File: config.mk
export PLATFORM = sky130hd
export DESIGN_NAME = microwave_timer_ctrl_flat
export DESIGN_NICKNAME = d
export VERILOG_FILES = /design/src/rtl/microwave_pkg.sv /design/src/rtl/microwave_timer_ctrl_if.sv /design/src/rtl/microwave_timer_ctrl_bcd_timer4.sv /design/src/rtl/microwave_timer_ctrl.sv /design/src/flat_wrapper.sv
export SDC_FILE = /design/constraint.sdc
export NUM_CORES = 1
export LEC_CHECK = 0
export ABC_AREA = 1
export BUFFER_PORTS_ARGS = -buffer_cell sky130_fd_sc_hd__buf_2
export CAP_MARGIN = 15
export CORE_MARGIN = 4
export CORE_UTILIZATION = 33
export CTS_CLUSTER_SIZE = 12
export DETAILED_ROUTE_END_ITERATION = 7
export PLACE_DENSITY = 0.55
export SLEW_MARGIN = 20
export SYNTH_ARGS = -nofsm -noshare
export SYNTH_HDL_FRONTEND = slang
export SYNTH_SLANG_ARGS = --single-unit
File: constraint.sdc
create_clock -name clk -period 1.65 [get_ports clk]
set_clock_uncertainty 0.2 [all_clocks]
set_input_delay 0.165 -clock clk [delete_from_list [all_inputs] [get_ports clk]]
set_output_delay 0.165 -clock clk [all_outputs]
set_load 0.05 [all_outputs]
File: src/rtl/microwave_pkg.sv
// microwave_pkg: state encoding and BCD digit constants shared by the microwave timer.
package microwave_pkg;
    localparam int DIGIT_W = 4;
    localparam logic [DIGIT_W-1:0] BCD_MAX = 4'd9;
    typedef enum logic [2:0] {
        IDLE  = 3'd0,
        READY = 3'd1,
        COOK  = 3'd2,
        PAUSE = 3'd3,
        DONE  = 3'd4
    } state_t;
endpackage

File: src/rtl/microwave_timer_ctrl_if.sv
// microwave_timer_ctrl_if: keypad/door/tick inputs and display/magnetron outputs of the timer.
interface microwave_timer_ctrl_if;
    import microwave_pkg::*;
    logic               tick;
    logic               key_valid;
    logic [DIGIT_W-1:0] key_digit;
    logic               start;
    logic               stop;
    logic               door_closed;
    logic               mag_on;
    logic               done;
    logic [DIGIT_W-1:0] min_tens;
    logic [DIGIT_W-1:0] min_ones;
    logic [DIGIT_W-1:0] sec_tens;
    logic [DIGIT_W-1:0] sec_ones;
    logic [2:0]         state_o;
    modport master (
        output tick, key_valid, key_digit, start, stop, door_closed,
        input  mag_on, done, min_tens, min_ones, sec_tens, sec_ones, state_o
    );
    modport slave (
        input  tick, key_valid, key_digit, start, stop, door_closed,
        output mag_on, done, min_tens, min_ones, sec_tens, sec_ones, state_o
    );
endinterface

File: src/rtl/microwave_timer_ctrl_bcd_timer4.sv
// bcd_timer4: four BCD digit registers (MM:SS) with key shift-in and borrow-chained decrement.
module bcd_timer4
    import microwave_pkg::*;
#(
    parameter logic [DIGIT_W-1:0] SEC_TENS_WRAP = 4'd5
) (
    input  logic               clk,
    input  logic               rst,
    input  logic               i_clr,
    input  logic               i_shift_en,
    input  logic [DIGIT_W-1:0] i_shift_digit,
    input  logic               i_dec_en,
    output logic [DIGIT_W-1:0] o_min_tens,
    output logic [DIGIT_W-1:0] o_min_ones,
    output logic [DIGIT_W-1:0] o_sec_tens,
    output logic [DIGIT_W-1:0] o_sec_ones,
    output logic               o_is_zero,
    output logic               o_is_one
);
    logic [DIGIT_W-1:0] r_mt, r_mo, r_st, r_so;
    logic               w_so_b, w_st_b, w_mo_b;

    // each borrow ripples only when every lower digit is zero
    assign w_so_b = r_so == '0;
    assign w_st_b = w_so_b && r_st == '0;
    assign w_mo_b = w_st_b && r_mo == '0;

    always_ff @(posedge clk or posedge rst) begin
        if (rst) begin
            {r_mt, r_mo, r_st, r_so} <= '0;
        end else if (i_clr) begin
            {r_mt, r_mo, r_st, r_so} <= '0;
        end else if (i_shift_en) begin
            {r_mt, r_mo, r_st, r_so} <= {r_mo, r_st, r_so, i_shift_digit};
        end else if (i_dec_en) begin
            r_so <= w_so_b ? BCD_MAX : r_so - 1'b1;
            r_st <= w_so_b ? (r_st == '0 ? SEC_TENS_WRAP : r_st - 1'b1) : r_st;
            r_mo <= w_st_b ? (r_mo == '0 ? BCD_MAX : r_mo - 1'b1) : r_mo;
            r_mt <= w_mo_b ? r_mt - 1'b1 : r_mt;
        end
    end

    assign o_min_tens = r_mt;
    assign o_min_ones = r_mo;
    assign o_sec_tens = r_st;
    assign o_sec_ones = r_so;
    assign o_is_zero  = {r_mt, r_mo, r_st, r_so} == '0;
    assign o_is_one   = {r_mt, r_mo, r_st, r_so} == 16'h0001;
endmodule

File: src/rtl/microwave_timer_ctrl.sv
// microwave_timer_ctrl: start/pause/stop cook sequencer gated by the door, counting MM:SS down on each tick.
module microwave_timer_ctrl
    import microwave_pkg::*;
#(
    parameter int                 DONE_TICKS    = 3,
    parameter logic [DIGIT_W-1:0] SEC_TENS_WRAP = 4'd5
) (
    input  logic                  clk,
    input  logic                  rst,
    microwave_timer_ctrl_if.slave bus
);
    localparam int CNT_W = $clog2(DONE_TICKS + 1);

    state_t           r_state;
    logic             r_mag;
    logic             r_done;
    logic [CNT_W-1:0] r_cnt;
    state_t           w_next;
    logic             w_clr, w_shift, w_dec;
    logic             w_key, w_key_nz, w_can_cook, w_is_zero, w_is_one;

    assign w_key      = bus.key_valid && bus.key_digit <= BCD_MAX;
    assign w_key_nz   = {bus.min_ones, bus.sec_tens, bus.sec_ones, bus.key_digit} != '0;
    assign w_can_cook = bus.start && bus.door_closed && !w_is_zero;

    // priority: stop > door open > start > key > tick
    always_comb begin
        w_next  = r_state;
        w_clr   = 1'b0;
        w_shift = 1'b0;
        w_dec   = 1'b0;
        case (r_state)
            IDLE, READY: begin
                if (bus.stop) begin
                    w_next = IDLE;
                    w_clr  = 1'b1;
                end else if (r_state == READY && w_can_cook) begin
                    w_next = COOK;
                end else if (w_key) begin
                    w_shift = 1'b1;
                    w_next  = w_key_nz ? READY : IDLE;
                end
            end
            COOK: begin
                if (bus.stop || !bus.door_closed) begin
                    w_next = PAUSE;
                end else if (bus.tick) begin
                    w_dec  = 1'b1;
                    w_next = w_is_one ? DONE : COOK;
                end
            end
            PAUSE: begin
                if (bus.stop) begin
                    w_next = IDLE;
                    w_clr  = 1'b1;
                end else if (w_can_cook) begin
                    w_next = COOK;
                end
            end
            DONE: begin
                if (bus.stop || bus.start || bus.key_valid)
                    w_next = IDLE;
                else if (bus.tick && r_cnt == CNT_W'(DONE_TICKS - 1))
                    w_next = IDLE;
            end
            default: w_next = IDLE;
        endcase
    end

    always_ff @(posedge clk or posedge rst) begin
        if (rst) begin
            r_state <= IDLE;
            r_mag   <= 1'b0;
            r_done  <= 1'b0;
            r_cnt   <= '0;
        end else begin
            r_state <= w_next;
            r_mag   <= w_next == COOK;
            r_done  <= w_next == DONE;
            r_cnt   <= w_next != DONE ? '0 : (r_state == DONE && bus.tick) ? r_cnt + 1'b1 : r_cnt;
        end
    end

    bcd_timer4 #(.SEC_TENS_WRAP(SEC_TENS_WRAP)) u_timer (
        .clk           (clk),
        .rst           (rst),
        .i_clr         (w_clr),
        .i_shift_en    (w_shift),
        .i_shift_digit (bus.key_digit),
        .i_dec_en      (w_dec),
        .o_min_tens    (bus.min_tens),
        .o_min_ones    (bus.min_ones),
        .o_sec_tens    (bus.sec_tens),
        .o_sec_ones    (bus.sec_ones),
        .o_is_zero     (w_is_zero),
        .o_is_one      (w_is_one)
    );

    assign bus.mag_on  = r_mag;
    assign bus.done    = r_done;
    assign bus.state_o = r_state;
endmodule

File: src/flat_wrapper.sv
// flat-port wrapper written by rule: the top's interface ports become plain ports
module microwave_timer_ctrl_flat import microwave_pkg::*;
#(
    parameter int                 DONE_TICKS    = 3,
    parameter logic [DIGIT_W-1:0] SEC_TENS_WRAP = 4'd5
)
  (clk, rst, bus_tick, bus_key_valid, bus_key_digit, bus_start, bus_stop, bus_door_closed, bus_mag_on, bus_done, bus_min_tens, bus_min_ones, bus_sec_tens, bus_sec_ones, bus_state_o);
  microwave_timer_ctrl_if bus_i ();
  input  logic clk;
  input  logic rst;
  input wire logic [$bits(bus_i.tick)-1:0] bus_tick;
  input wire logic [$bits(bus_i.key_valid)-1:0] bus_key_valid;
  input wire logic [$bits(bus_i.key_digit)-1:0] bus_key_digit;
  input wire logic [$bits(bus_i.start)-1:0] bus_start;
  input wire logic [$bits(bus_i.stop)-1:0] bus_stop;
  input wire logic [$bits(bus_i.door_closed)-1:0] bus_door_closed;
  output wire logic [$bits(bus_i.mag_on)-1:0] bus_mag_on;
  output wire logic [$bits(bus_i.done)-1:0] bus_done;
  output wire logic [$bits(bus_i.min_tens)-1:0] bus_min_tens;
  output wire logic [$bits(bus_i.min_ones)-1:0] bus_min_ones;
  output wire logic [$bits(bus_i.sec_tens)-1:0] bus_sec_tens;
  output wire logic [$bits(bus_i.sec_ones)-1:0] bus_sec_ones;
  output wire logic [$bits(bus_i.state_o)-1:0] bus_state_o;
  assign bus_i.tick = bus_tick;
  assign bus_i.key_valid = bus_key_valid;
  assign bus_i.key_digit = bus_key_digit;
  assign bus_i.start = bus_start;
  assign bus_i.stop = bus_stop;
  assign bus_i.door_closed = bus_door_closed;
  assign bus_mag_on = bus_i.mag_on;
  assign bus_done = bus_i.done;
  assign bus_min_tens = bus_i.min_tens;
  assign bus_min_ones = bus_i.min_ones;
  assign bus_sec_tens = bus_i.sec_tens;
  assign bus_sec_ones = bus_i.sec_ones;
  assign bus_state_o = bus_i.state_o;
  microwave_timer_ctrl #(.DONE_TICKS(DONE_TICKS), .SEC_TENS_WRAP(SEC_TENS_WRAP)) u_core (.clk(clk), .rst(rst), .bus(bus_i));
endmodule
# [After elaboration in Yosys (flattened, before gate mapping)]
# Cells that the tools add are included.
[word_totals] register_bits=23 input_bits=11 out_inout_bits=21 word_cells=93
[classes] add_sub_neg=5 n_lt_le_gt_ge=1 n_eq_ne=9 mux=41 n_reduce_logical=29
[op_table] op="two-way mux 4 bit" count=18
[op_table] op="two-way mux 3 bit" count=10
[op_table] op="== test 16 x 1 -> 1 bit, second input constant" count=1
[op_table] op="zero test 16 bit" count=1
[op_table] op="nonzero test 16 bit" count=1
[op_table] op="subtractor 4 x 1 -> 4 bit, second input constant" count=4
[op_table] op="zero test 4 bit" count=3
[op_table] op="case mux 3 bit (4 select lines)" count=1
[op_table] op="nonzero test 3 bit" count=4
[op_table] op="two-way mux 1 bit" count=10
[op_table] op="== test 3 x 2 -> 1 bit, second input constant" count=3
[op_table] op="logical AND 1 bit" count=8
[op_table] op="== test 3 bit, second input constant" count=2
[op_table] op="AND reduction 2 bit" count=3
[op_table] op="less-or-equal comparator 4 bit, second input constant" count=1
[op_table] op="two-way mux 2 bit" count=2
[op_table] op="== test 3 x 1 -> 1 bit, second input constant" count=1
[op_table] op="zero test 3 bit" count=1
[op_table] op="logical OR 1 bit" count=3
[op_table] op="inequality test 3 bit, second input constant" count=1
[op_table] op="OR reduction 3 bit" count=1
[op_table] op="adder 2 x 1 -> 2 bit, second input constant" count=1
[op_table] op="== test 2 bit, second input constant" count=1
[op_table] op="zero test 1 bit" count=2
[op_table] op="other kinds (2)" count=2

# [Logic depth before layout (Yosys ltp)]
[logic_depth] word_depth=9 mapped_depth=13 ltp_nobuf=12

# [Hierarchy]
# Synthesis repeated with hierarchy kept, for this count alone.
[unflattened] hier_cells=240 hier_area_um2=1614.0
[by_module_without_submodules] mod="bcd_timer4" instances=1 cells_per_inst=156 area_each_um2=1081.0 seq_area_each_um2=400.4
[by_module_without_submodules] mod="microwave_timer_ctrl" instances=1 cells_per_inst=84 area_each_um2=533.0 seq_area_each_um2=175.2

# [Least setup slack after synthesis]
# OpenSTA, ideal clock, no wires.
[synth_path] kind="register -> register" start="register u_core.u_timer.r_mt[0] (netlist: u_core.u_timer.o_min_tens[0])" end="register u_core.u_timer.r_mo[0] (netlist: u_core.u_timer.o_min_ones[0])" setup_ns=0.067 arrival_time_ns=1.854 required_ns=1.383 setup_slack_ns=-0.472 path_stages_with_launch=14 path_buffers=2 period_less_slack_ns=2.122 path_cell_list="dfrtp_1 inv_1 ha_1 nand2_1 nor2_4 nand2_2 nand3_2 nand2_2 buf_6 buf_6 nand2_1 o21ai_1 nand2_1 nand2_1"
[synth_between] elab_chain_cells=9 elab_cells_between_ends=12 classes_between="mux (5); reduce/logical (7)"
[synth_rtl] item="start: declaration" line="microwave_timer_ctrl_bcd_timer4.sv:20" rtl="logic [DIGIT_W-1:0] r_mt, r_mo, r_st, r_so;"
[synth_rtl] item="start signal: assignment" line="microwave_timer_ctrl_bcd_timer4.sv:34" rtl="{r_mt, r_mo, r_st, r_so} <= {r_mo, r_st, r_so, i_shift_digit};"
[synth_rtl] item="start signal: assignment" line="microwave_timer_ctrl_bcd_timer4.sv:39" rtl="r_mt <= w_mo_b ? r_mt - 1'b1 : r_mt;"
[synth_rtl] item="zero test 16 bit *" line="microwave_timer_ctrl_bcd_timer4.sv:47" rtl="assign o_is_zero = {r_mt, r_mo, r_st, r_so} == '0;"
[synth_rtl] item="zero test 1 bit *" line="microwave_timer_ctrl.sv:24" rtl="assign w_can_cook = bus.start && bus.door_closed && !w_is_zero;"
[synth_rtl] item="logical AND 1 bit *" line="microwave_timer_ctrl.sv:24"
[synth_rtl] item="logical AND 1 bit *" line="microwave_timer_ctrl.sv:37" rtl="end else if (r_state == READY && w_can_cook) begin"
[synth_rtl] item="two-way mux 1 bit *" line="microwave_timer_ctrl.sv:37"
[synth_rtl] item="two-way mux 1 bit *" line="microwave_timer_ctrl.sv:34" rtl="if (bus.stop) begin"
[synth_rtl] item="two-way mux 1 bit *" line="microwave_timer_ctrl.sv:32" rtl="case (r_state)"
[synth_rtl] item="nonzero test 3 bit (no source line) or two-way mux 4 bit (tied branches)"
[synth_rtl] item="AND reduction 2 bit (no source line) or two-way mux 4 bit (tied branches)"
[synth_rtl] item="end signal: assignment" line="microwave_timer_ctrl_bcd_timer4.sv:34"
[synth_rtl] item="end signal: assignment" line="microwave_timer_ctrl_bcd_timer4.sv:38" rtl="r_mo <= w_st_b ? (r_mo == '0 ? BCD_MAX : r_mo - 1'b1) : r_mo;"
[synth_rtl] item="end: declaration" line="microwave_timer_ctrl_bcd_timer4.sv:20"
# Mark *: on every way between the ends. The rest lies on a longest branch, timed or not.
# A chain may end at the register's enable or synchronous reset.

# [Final worst setup path]
[layout_path] start="register u_core.u_timer.r_mt[0] (netlist: u_core.u_timer.o_min_tens[0])" end="register u_core.u_timer.r_so[2] (netlist: u_core.u_timer.o_sec_ones[2])"
[layout_between] elab_chain_cells=9 elab_cells_between_ends=10 classes_between="mux (5); reduce/logical (5)"
[layout_rtl] item="zero test 16 bit *" line="microwave_timer_ctrl_bcd_timer4.sv:47"
[layout_rtl] item="zero test 1 bit *" line="microwave_timer_ctrl.sv:24"
[layout_rtl] item="logical AND 1 bit *" line="microwave_timer_ctrl.sv:24"
[layout_rtl] item="logical AND 1 bit *" line="microwave_timer_ctrl.sv:37"
[layout_rtl] item="two-way mux 1 bit *" line="microwave_timer_ctrl.sv:37"
[layout_rtl] item="two-way mux 1 bit *" line="microwave_timer_ctrl.sv:34"
[layout_rtl] item="two-way mux 1 bit *" line="microwave_timer_ctrl.sv:32"
[layout_rtl] item="two-way mux 4 bit" line="microwave_timer_ctrl_bcd_timer4.sv:33" rtl="end else if (i_shift_en) begin"
[layout_rtl] item="two-way mux 4 bit" line="microwave_timer_ctrl_bcd_timer4.sv:31" rtl="end else if (i_clr) begin"
[layout_rtl] item="end signal: assignment" line="microwave_timer_ctrl_bcd_timer4.sv:34"
[layout_rtl] item="end signal: assignment" line="microwave_timer_ctrl_bcd_timer4.sv:36" rtl="r_so <= w_so_b ? BCD_MAX : r_so - 1'b1;"
[layout_rtl] item="end: declaration" line="microwave_timer_ctrl_bcd_timer4.sv:20"
# Marks and branches as above.

==> results by group <==
Status
  – Status: finished, violations left
  – Failing checks: setup timing

Detailed routing
  – Via count: 1734
  – Iter 0 DRT Violations: 69
  – Vias per std cell: 4.48
  – # DRC: 0
  – Wirelength per Cell: around 12 um
  – Drt pass-1 iters: 4
  – Routed wire length: 4490 um
  – Antenna Violating Nets Remaining: 0

Run
  – Max cap viols: 0

Critical path
  – CP Max Fanout: 6
  – Startpoint Class: register
  – RR Endpoint: u_core.u_timer.o_sec_ones[2]
  – Crit path DAT: approximately 1800 ps
  – FF-to-FF Start: u_core.u_timer.o_min_tens[0]
  – Worst setup EP type: register
  – R2R setup slack: -110 ps
  – Critical path class: reg -> reg
  – R2R cell count: 11
  – CP required: 1650 ps

GRT
  – Total grt overflow: 0
  – Gr usage total: approximately 15%
  – Largest net degree at the start of global routing: 25
  – Initial antenna violation count: 0
  – Wire length of the first global-routing pass: 7490 um
  – Vias in the first global route: 1719

Clocking
  – CTS root buf: clkbuf_8
  – Total CTS buffers: 3
  – Maximum clock insertion buffer count: 2
  – Clock Pin Slew Worst Setup and Hold Paths: 90 ps
  – CTS tree: built
  – Clock sinks: 23
  – H-tree levels: 1
  – Clock Latency Late Sink: 270 ps

Synthesis
  – YS warnings: 0
  – Gate Count Post-Synth: 236
  – Post-Syn Area per Cell: about 6.8 um2
  – Post-Syn Area: 1600 um2
  – Post-synthesis register bit count: 23
  – Syn nets: around 250
  – Sequential share of the synthesized area: 35.9%
  – Synth cell types: 28

Power and ir drop
  – Power per cell area: 1430 nW/um2
  – Max rail drop VDD: 632 uV
  – Leak Pwr: 1.29 nW

Layout
  – N_diodes: 0
  – Synthesis-to-finish area growth: 53.6%
  – Fill cell count: 495
  – NumNets Final: around 330
  – Share of layout cells above drive strength 1: 46.3%
  – Layout Utilization: 52.1%

Placed design
  – # port buffers: 31
  – DP HPWL: 3250 um
  – Final GP Congestion: 0.832

Die
  – Die span in y: 77.7 um
  – Die area: around 6000 um2
  – Ports: 32
  – Row count: 25
  – Starting density of the core: 33.9%
  – Core area: 4720 um2
  – Die X: 77.7 um

Timing
  – Worst-Margin Slew: ~310 ps
  – FMAX: 567 MHz
  – PnR worst setup slack: -115 ps
  – Relative slew slack: 79.4%
  – Final period utilization: 107%
  – RSZ-0062 raised after global routing: yes
  – Final Max Slew Viols: 0
  – Post-Route Setup TNS: -1590 ps
  – Hold Fails Final Rpt: 0
  – Min Tclk post-route: 1760 ps
  – Final setup vio count: 16

Worst hold path
  – Worst hold-check path type: in -> reg
  – Hold Path Depth: 5
  – Hold path start: bus_key_digit[1]
  – Hold EP: u_core.u_timer.o_sec_ones[1]
-- per-layer routing --
layer	GRT usage, %	routed length, um	share of wire, %
met1	20.4	2050	46
met2	24.7	2210	49
met3	1.62	179	4.0
met4	4.63	54	1.2
met5	0	0	0
-- area by class of cell --
type / count / area, um2 / area share, %
timing repair buffer: 83 / 596 / 24.2
inverter: 30 / 125 / 5.09
clock buffer: 4 / 45.0 / 1.83
multi-input combinational: 180 / 1010 / 41.1
sequential: 23 / 599 / 24.4
tap: 67 / 83.8 / 3.41
-- synthesized netlist by cell type --
cell	count	share of area, %
nor2_2	6	2.3
nand4_1	2	0.78
o21ai_2	1	0.55
nand4_2	1	0.78
nor2_1	13	3.0
o21ai_0	14	4.4
ha_1	2	1.6
nand2_4	1	0.70
inv_2	4	0.94
nand3_1	24	7.5
o211ai_1	1	0.47
nor3_1	3	0.94
a21oi_2	2	1.1
inv_1	26	6.1
o21ai_1	6	1.9
nor2_4	4	2.8
xor2_1	2	1.1
nand3_2	1	0.63
nand2_1	84	20
buf_6	2	1.4
a21boi_0	1	0.47
buf_2	1	0.31
dfrtp_1	23	36
or2_1	1	0.39
or2_2	1	0.39
xnor2_1	1	0.55
a21oi_1	3	0.94
nand2_2	6	2.3
-- report_power, final --
part | leakage, nW | internal [mW] | switching, mW
sequential | 0.283 | 0.702 | 0.0980
combinational | 0.987 | 0.948 | 1.40
clock | 0.0228 | 0.173 | 0.191
total | 1.29 | 1.82 | 1.69
-- sequential cells by signal (all words and copies together), names as in the netlist --
name and flops:
u_core.bus.done 1, u_core.bus.mag_on 1, u_core.bus.state_o 3, u_core.r_cnt 2, u_core.u_timer.o_min_ones 4, u_core.u_timer.o_min_tens 4, u_core.u_timer.o_sec_ones 4, u_core.u_timer.o_sec_tens 4
-- stage by stage --
step	setup WS [ps]	power (mW)	std cells	hold slack [ps]	area, um2
final	-115	3.51	387	17.7	2460
after global routing	-224	3.79	387	29.4	2460
after CTS	-115	3.33	379	16.6	2300
after detailed placement	-149	2.86	371	30.5	2180
after global placement	-128	2.86	371	29.6	2180
after floorplan	-236	2.19	236	-34.4	1660
-- layout by cell type (no fill, tap or decap), types with 8 or more instances in the layout --
cell type,netlist,final
nand2_1,84,80
buf_4,0,48
buf_2,1,31
inv_1,26,22
nand3_1,24,21
dfrtp_2,0,19
nor2_1,13,11
o21ai_0,14,11
o21ai_1,6,9
nor2_4,4,8
nand2_2,6,8
-- logic make-up (layout without fill, tap and decap cells) --
family / Yosys count / after routing / synth area share (%)
adders and majority gates: 2 / 2 / 1.56
and+or+nand+nor: 147 / 147 / 42.3
buffers and inverters: 33 / 117 / 8.75
xor gates and xnor gates: 3 / 3 / 1.64
DFF: 23 / 23 / 35.9
AOI/OAI and AO/OA: 28 / 28 / 9.77
-- worst max-delay path by stage --
stage	start	cells past startpoint	to
2_1_floorplan	u_core.u_timer.o_min_tens[0]	13	u_core.u_timer.o_min_tens[0]
3_3_place_gp	u_core.u_timer.o_min_ones[0]	10	u_core.u_timer.o_sec_tens[1]
5_1_grt	u_core.u_timer.o_sec_ones[1]	10	u_core.u_timer.o_min_ones[0]
3_5_place_dp	u_core.u_timer.o_min_ones[0]	10	u_core.u_timer.o_sec_ones[2]
4_1_cts	u_core.u_timer.o_min_tens[0]	11	u_core.u_timer.o_min_ones[1]
6_report	u_core.u_timer.o_min_tens[0]	11	u_core.u_timer.o_sec_ones[2]
-- worst max-delay path: stages, from the launching register on --
cell and delay, ps:
dfrtp_2 420, inv_2 70, ha_4 140, nand2_4 60
nor2_4 90, nand2_2 70, nand3_2 90, nand2_4 90
buf_12 170, a21oi_4 160, nand2_1 80, nand2_1 60
-- timing repair --
item                                    4_1_cts  5_1_grt
setup buffers                                 3        6
endpoints found under the setup margin       18       20
gates cloned                                  0        2
hold buffers                                  1        0
hold endpoints to repair                     23        0
pin swaps                                     4       15
resized for setup                             9       17
(Power assumes the default switching activity.)
